$ cat src/rtl/vreg_pkg.sv
// vreg_pkg: shared definitions for the vector register file.
//   - ppp_t and the PPP_* lane-select encodings used on the write path
//   - lane_mask(): DATA_W-bit select mask for a lane mode
// Bit numbering follows the architectural convention: spec bit 0 is the MSB,
// so spec bit j lives at vector index (DATA_W-1-j).
package vreg_pkg;

  typedef logic [2:0] ppp_t;

  localparam ppp_t PPP_FULL = 3'b000;
  localparam ppp_t PPP_HI   = 3'b001;  // architectural bits [0:H-1], MSB half
  localparam ppp_t PPP_LO   = 3'b010;  // architectural bits [H:DATA_W-1], LSB half
  localparam ppp_t PPP_EVEN = 3'b011;  // bytes 0, 2, 4, ... counted from the MSB
  localparam ppp_t PPP_ODD  = 3'b100;  // bytes 1, 3, 5, ... counted from the MSB

  // Widest register the mask helper supports; callers cast down to DATA_W.
  localparam int MAX_DATA_W = 256;

  // Encodings 101..111 fall through to full-word.
  function automatic logic [MAX_DATA_W-1:0] lane_mask(input ppp_t ppp, input int data_w);
    logic [MAX_DATA_W-1:0] m;
    int j;
    m = '0;
    for (int i = 0; i < MAX_DATA_W; i++) begin
      if (i < data_w) begin
        j = data_w - 1 - i;
        case (ppp)
          PPP_HI:   m[i] = (j < data_w / 2);
          PPP_LO:   m[i] = (j >= data_w / 2);
          PPP_EVEN: m[i] = (((j / 8) % 2) == 0);
          PPP_ODD:  m[i] = (((j / 8) % 2) == 1);
          default:  m[i] = 1'b1;
        endcase
      end
    end
    return m;
  endfunction

endpackage

$ cat src/rtl/vreg_file_sb_lane_merge.sv
// lane_merge: combines an old and a new word under a lane-select mode.
//   old_i      : current register value
//   new_data_i : incoming write data
//   ppp_i      : lane-select mode
//   merged_o   : (new & mask) | (old & ~mask)
// Used for both the write path and every read-forwarding path so that the
// stored result and the forwarded result can never disagree.
module lane_merge
  import vreg_pkg::*;
#(
  parameter int DATA_W = 64
) (
  input  logic [DATA_W-1:0] old_i,
  input  logic [DATA_W-1:0] new_data_i,
  input  ppp_t              ppp_i,
  output logic [DATA_W-1:0] merged_o
);

  logic [DATA_W-1:0] mask;

  assign mask     = DATA_W'(lane_mask(ppp_i, DATA_W));
  assign merged_o = (new_data_i & mask) | (old_i & ~mask);

endmodule

$ cat src/rtl/vreg_file_sb.sv
// vreg_file_sb: lane-selective register file with same-cycle write forwarding
// and a pending-write scoreboard.
//   clk, rst              : clock, synchronous active-high reset
//   wr_en/ppp/addr/data   : writeback port (clears the destination's pending bit)
//   rsv_en/rsv_addr       : decode reservation (sets a pending bit next edge)
//   flush                 : clear every pending bit, data untouched
//   rd_addr/rd_data       : NUM_RD combinational read ports, port k in slice k
//   rd_busy               : per-port operand still outstanding
//   any_busy              : OR of the registered pending bits
// Register 0 is never written, so it stays at its reset value of zero.
module vreg_file_sb
  import vreg_pkg::*;
#(
  parameter int DATA_W   = 64,
  parameter int NUM_REGS = 32,
  parameter int NUM_RD   = 2,
  parameter int ADDR_W   = $clog2(NUM_REGS)
) (
  input  logic                       clk,
  input  logic                       rst,
  input  logic                       wr_en,
  input  logic [2:0]                 wr_ppp,
  input  logic [ADDR_W-1:0]          wr_addr,
  input  logic [DATA_W-1:0]          wr_data,
  input  logic                       rsv_en,
  input  logic [ADDR_W-1:0]          rsv_addr,
  input  logic                       flush,
  input  logic [NUM_RD*ADDR_W-1:0]   rd_addr,
  output logic [NUM_RD*DATA_W-1:0]   rd_data,
  output logic [NUM_RD-1:0]          rd_busy,
  output logic                       any_busy
);

  logic [DATA_W-1:0]   regs_q [NUM_REGS];
  logic [NUM_REGS-1:0] pending_q;
  logic [NUM_REGS-1:0] pending_d;
  logic [DATA_W-1:0]   wr_merged;
  logic                wr_live;

  assign wr_live = wr_en && (wr_addr != '0);

  lane_merge #(.DATA_W(DATA_W)) u_wr_merge (
    .old_i      (regs_q[wr_addr]),
    .new_data_i (wr_data),
    .ppp_i      (wr_ppp),
    .merged_o   (wr_merged)
  );

  // Set beats clear (a new producer is in flight); flush beats both.
  always_comb begin
    pending_d = pending_q;
    if (wr_live) pending_d[wr_addr] = 1'b0;
    if (rsv_en && (rsv_addr != '0)) pending_d[rsv_addr] = 1'b1;
    if (flush) pending_d = '0;
    pending_d[0] = 1'b0;
  end

  always_ff @(posedge clk) begin
    if (rst) begin
      for (int i = 0; i < NUM_REGS; i++) regs_q[i] <= '0;
      pending_q <= '0;
    end else begin
      if (wr_live) regs_q[wr_addr] <= wr_merged;
      pending_q <= pending_d;
    end
  end

  for (genvar k = 0; k < NUM_RD; k++) begin : g_rd
    logic [ADDR_W-1:0] addr;
    logic [DATA_W-1:0] stored;
    logic [DATA_W-1:0] fwd;
    logic              hit;

    assign addr   = rd_addr[k*ADDR_W +: ADDR_W];
    assign stored = regs_q[addr];
    assign hit    = wr_en && (wr_addr == addr);

    lane_merge #(.DATA_W(DATA_W)) u_fwd_merge (
      .old_i      (stored),
      .new_data_i (wr_data),
      .ppp_i      (wr_ppp),
      .merged_o   (fwd)
    );

    // A same-cycle writeback both forwards its data and retires the hazard.
    assign rd_data[k*DATA_W +: DATA_W] = rst ? '0 : ((hit && (addr != '0)) ? fwd : stored);
    assign rd_busy[k] = !rst && pending_q[addr] && !hit;
  end

  assign any_busy = !rst && (|pending_q);

endmodule

$ cat config.mk
export PLATFORM = sky130hd
export DESIGN_NAME = vreg_file_sb
export DESIGN_NICKNAME = d
export VERILOG_FILES = /design/src/rtl/vreg_pkg.sv /design/src/rtl/vreg_file_sb_lane_merge.sv /design/src/rtl/vreg_file_sb.sv
export SDC_FILE = /design/constraint.sdc
export NUM_CORES = 2
export LEC_CHECK = 0
export BUFFER_PORTS_ARGS = -buffer_cell sky130_fd_sc_hd__buf_2
export CELL_PAD_IN_SITES_DETAIL_PLACEMENT = 2
export CELL_PAD_IN_SITES_GLOBAL_PLACEMENT = 2
export CORE_MARGIN = 8
export CORE_UTILIZATION = 35
export CTS_BUF_LIST = sky130_fd_sc_hd__clkbuf_8 sky130_fd_sc_hd__clkbuf_16
export CTS_CLUSTER_SIZE = 40
export DETAILED_ROUTE_END_ITERATION = 7
export PLACE_DENSITY_LB_ADDON = 0.05
export SLEW_MARGIN = 25
export SYNTH_ARGS = -nofsm -noshare
export SYNTH_HDL_FRONTEND = slang
export SYNTH_HIERARCHICAL = 1
export SYNTH_SLANG_ARGS = --single-unit
export TNS_END_PERCENT = 50
$ cat constraint.sdc
create_clock -name clk -period 5.05 [get_ports clk]
set_input_delay 0 -clock clk [delete_from_list [all_inputs] [get_ports clk]]
set_output_delay 0 -clock clk [all_outputs]
set_load 0.03 [all_outputs]
-- Yosys cells after proc, flatten, opt, wreduce, memory -nomap -nowiden
Memory sizes are Yosys's and may differ from the RTL's.
Cells that the tools add are included.
- mux-type cells: 26
- equality and inequality tests: 6
- reductions and logical operators: 27
- magnitude comparators: 6
- bitwise operators: 11
- operators with widths (operator ; count):
    64-bit 2-to-1 mux ; 5
    64-bit AND ; 4
    64-bit bitwise OR ; 3
    32-bit 2-to-1 mux ; 2
    64-bit inverter ; 1
    64-bit OR reduction ; 1
    32-bit AND ; 1
    32-bit inverter ; 1
    32-bit bitwise OR ; 1
    32-bit OR reduction ; 1
    5-bit by 6-bit less-than comparator with 1-bit output (second input constant) ; 4
    5-bit nonzero test ; 4
    1-bit 2-to-1 mux ; 14
    1-bit logical AND ; 13
    1-bit binary-select mux with 5-bit select ; 2
    1-bit demux with 5-bit select ; 2
    5-bit equality test ; 2
    5-bit by 1-bit >= comparator with 1-bit output (second input constant) ; 2
    2-bit OR reduction ; 5
    3-bit by 2-bit equality test with 1-bit output (second input constant) ; 2
    5-bit 2-to-1 mux ; 1
    3-bit by 1-bit equality test with 1-bit output (second input constant) ; 1
    3-bit equality test (second input constant) ; 1
    1-bit logical NOT ; 3
- register bits after elaboration: 32
- logic and storage cells: 79
- input port bits: 92
- memories: 1
- RAM bits: 2048
- output and inout port bits: 131
- memory list (name ; words ; bits a word ; rd ports ; clocked after Yosys merged registers in ; write ports ; line ; source):
    regs_q ; 32 ; 64 ; 3 ; 0 ; 32 ; vreg_file_sb.sv:34 ; logic [DATA_W-1:0] regs_q [NUM_REGS];

-- Longest topological paths before layout
- depth in word-level cells: 9
- gate-level depth with buffers: 13
- depth with buffers taken out: 8

-- By module
The synthesis kept the hierarchy.
- by module, submodules not included (module ; seq. area each (um2) ; area an instance (um2) ; cells each ; instances):
    vreg_file_sb ; 62119.6 ; 126194.8 ; 8908 ; 1
    lane_merge ; 0.0 ; 913.4 ; 76 ; 3

-- Worst setup path before layout
No wires, ideal clock.
- kind: input -> register
- from: input port wr_addr[1]
- to: memory regs_q[10][0] (enable)
- library setup time: 0.499 ns
- path buffers: 4
- path slack: 0.473 ns
- stages on the path: 6
- required time: 4.551 ns
- arrival time: 4.077 ns
- path through: clkbuf_1 > buf_2 > buf_1 > nand2_1 > clkbuf_1 > o21bai_1
- RTL lines (element ; line ; source):
    start: declaration ; vreg_file_sb.sv:23 ; input logic [ADDR_W-1:0] wr_addr,
    end: declaration ; vreg_file_sb.sv:34 ;

-- Worst setup path after layout
- from: input port rd_addr[3]
- to: output port rd_data[38]
- longest elaborated chain between the ends: 5
- elaborated cells between the ends (all ways): 9
- classes of those cells: eq/ne: 1; mux: 2; bitwise: 2; reduce/logical: 3; memory: 1
- RTL lines (element ; line ; source):
    start: declaration ; vreg_file_sb.sv:28 ; input logic [NUM_RD*ADDR_W-1:0] rd_addr,
    memory 32 x 64 bit ; - ;
    net g_rd[0].stored[38] ; vreg_file_sb.sv:70 ; logic [DATA_W-1:0] stored;
    64-bit AND ; vreg_file_sb_lane_merge.sv:22 ; assign merged_o = (new_data_i & mask) | (old_i & ~mask);
    64-bit bitwise OR ; vreg_file_sb_lane_merge.sv:22 ;
    net g_rd[0].fwd[38] ; vreg_file_sb.sv:71 ; logic [DATA_W-1:0] fwd;
    64-bit 2-to-1 mux (2 in series) ; vreg_file_sb.sv:86 ; assign rd_data[k*DATA_W +: DATA_W] = rst ? '0 : ((hit && (addr != '0)) ? fwd : stored);
    end: declaration ; vreg_file_sb.sv:29 ; output logic [NUM_RD*DATA_W-1:0] rd_data,
The timed path passes the listed nets, and every way through them passes these cells.

==> impl_results.md <==
- Post-synth cell types: slightly below 60
- First-pass GRT wire length: 975 mm
- Largest cells by area after synthesis: edfxtp_1 (48%), mux4_2 (21%), and2_1 (9.7%)
- Seq/Total Area, Yosys: 0.482
- Avg Cell Area, Syn: 14.1 um^2
- Worst-Margin Slew: around 1200 ps
- Hold buffers post-CTS: 56
- ANT nets after route: 3
- Area Overhead vs Synth: 14.6%
- Share of layout cells above drive strength 1: 0.277
- Final min period: 4150 ps
- Die area: 0.388 mm^2
- TritonCTS clock tree: built
- Clock Power Share: 0.407
- Pins Over Slew Limit: 0
- Psw: 14.3 mW
- Clock latency on the worst-skew pair: 960 ps
- DRT iter0 DRCs: 17500
- Vias in the first global route: 102000
- Yosys warns: 6
- Detailed Route WL: 742 mm
- Initial core utilization: 0.351
- Number of flops mapped to enable cells by yosys: 2048
- Vias/cell: 7.19
- Die W: 623 um
- DP HPWL: 436 mm
- # rows: 223
- Most common cell in the netlist: edfxtp_1
- Port buffer count: 222
- Internal: 33.5 mW
- Clock sink count: 2079
- Reg clk slew, reported paths: roughly 60 ps
- Nets: 9280
- Num CTS Buffers: 276
- Critical path arrival: 4150 ps
- CP endpoint kind: output port
- H-tree levels: 5
- Relative slew slack: 0.187
- Async set-reset flop share out of synthesis: 0
- Synthesized cell area: between 0.1 and 0.15 mm^2
- Comb pwr share: 0.171
- Final hold vios: 0
- Cells after synthesis: 9136
- Top post-synthesis cells by count: edfxtp_1 (2048), and2_1 (1996), mux4_2 (1217), clkbuf_1 (702), mux2i_1 (672)
- Chip height: 623 um
- Max-Cap Viols: 0
- Largest net degree at the start of global routing: 76
- Unrepaired setup endpoints after global routing: no
- Yosys reg bits: 2079
- I/O Pins: 223
- Sequential Power Share: 0.422
- Synth Flop Type: edfxtp_1
- Yosys top cell area share: 0.477
- DR DRC count: 0
- GRT overflow: 0
- Initial antenna violation count: 112
- Peak supply drop: 0.248 mV
- Vias: slightly above 100k
- Tot GR Track Use: 0.370
- WS Path Type: input pin to output port
- Setup Buffers After CTS: 0
- Failing checks: antenna violations
- Period utilization: 0.822
- Clock skew: a little under 40 ps
- Fmax: 241 MHz
- PD cells: 324 mW/mm^2
- Root Buffer: clkbuf_16
- GPL Wtd Cong: 0.864
- # setup viols final: 0
- CP max FO: 45
- Crit start category: input pin
- 1st-pass router iterations: 6
- Core Region: 0.368 mm^2
- WL/cell: about 52 um
- Total negative slack: 0 ps
- Bufs on Longest Clock Path: 4
- P_leak: 53.0 nW
- Outcome: finished with violations
- Cell taking the most area after synthesis: edfxtp_1
- Post_cts resized: 0
- Worst Path Required: 5050 ps
- Worst Hold Class: input pin to flip-flop
- Sw Ratio: 0.300
- Tot Pwr: 47.8 mW
area by class of cell:
class,instances,area [um^2]
Timing Repair Buffer,757,7450
Antenna cell,146,365
Clock buffer,289,7220
Inverter,8,45.0
Clock inverter,192,1270
Tap cell,4837,6050
Multi-Input combinational cell,6066,63300
Sequential cell,2079,62100
Fill cell,35800,220000
cells in the final DEF (no fill, tap or decap), drive strengths merged, types with 32 or more instances in the layout:
master and instances:
diode 146, mux2 239, a221oi 135, buf 701, mux4 1217, nand2 108, nand4 69, dlygate4sd3 56
inv 78, and2 1996, clkinv 105, nor2 125, o21ai 108, mux2i 672, clkbuf 289, a21oi 39
nor4 72, a22o 83, nand3 37, nor3 106, conb 64, edfxtp 2048, a22oi 382, o22ai 288
o221ai 51, o21bai 32
critical path, cell delays in order:
cell,delay [ps]
buf_6,230
nor2_4,850
buf_4,530
o21ai_0,160
a211oi_1,220
a311oi_1,150
nand2_1,160
mux2_1,140
nor2_1,40
a311oi_1,940
buf_4,240
buf_2,200
through the flow:
| step | hold slack [ps] | std cells | utilization | instance area, um^2 | setup slack, ps |
|---|---|---|---|---|---|
| 6_report | 78.6 | 14400 | 0.402 | 148000 | 897 |
| 5_1_grt | 99.9 | 14200 | 0.401 | 147000 | 1060 |
| 4_1_cts | 0.168 | 14200 | 0.401 | 147000 | 1100 |
| 3_5_place_dp | 425 | 13700 | 0.376 | 138000 | 1110 |
| 3_3_place_gp | 389 | 13700 | 0.375 | 138000 | 918 |
| 2_1_floorplan | 203 | 9199 | - | 129000 | 473 |
state kept, by name (all words and copies together) (netlist names):
signal     flops
pending_q     31
regs_q      2048
power by group through the flow:
| stage | Combinational (mW) | Sequential [mW] | Clock (mW) |
|---|---|---|---|
| final | 8.16 | 20.2 | 19.4 |
| after CTS | 7.98 | 20.2 | 19.6 |
| after detailed placement | 7.92 | 20.5 | 0 |
| after global placement | 7.83 | 20.4 | 0 |
| after floorplan | 4.39 | 20.3 | 0 |
| after global routing | 8.22 | 20.2 | 20.1 |
final timing paths:
check                                   from            end  slack, ps  cells past startpoint
worst max-delay path              rd_addr[3]    rd_data[38]        900                     12
worst min-delay path              wr_data[6]  regs_q[26][6]         80                      3
worst max register to register  regs_q[6][7]   regs_q[1][7]       2260                      5
worst min register to register  pending_q[6]   pending_q[6]        530                      2
per-layer routing:
layer | part of all wire | track usage | vias to the layer above
li1 | - | - | 36700
met1 | 0.38 | 0.500 | 56300
met2 | 0.45 | 0.558 | 8432
met3 | 0.11 | 0.0813 | 1823
met4 | 0.056 | 0.192 | 22
met5 | 0.00020 | 0 | -
logic make-up after synthesis:
| group | count (synthesis) | synth area share |
|---|---|---|
| buffers and inverters | 1054 | 0.0368 |
| flip-flops | 2079 | 0.482 |
| AO/OA/AOI/OAI | 1261 | 0.0722 |
| XOR/XNOR | 16 | 0.00109 |
| other | 1 | 0.0000291 |
| AND/OR/NAND/NOR | 2597 | 0.121 |
| multiplexers | 2128 | 0.287 |
(Power assumes the default switching activity.)
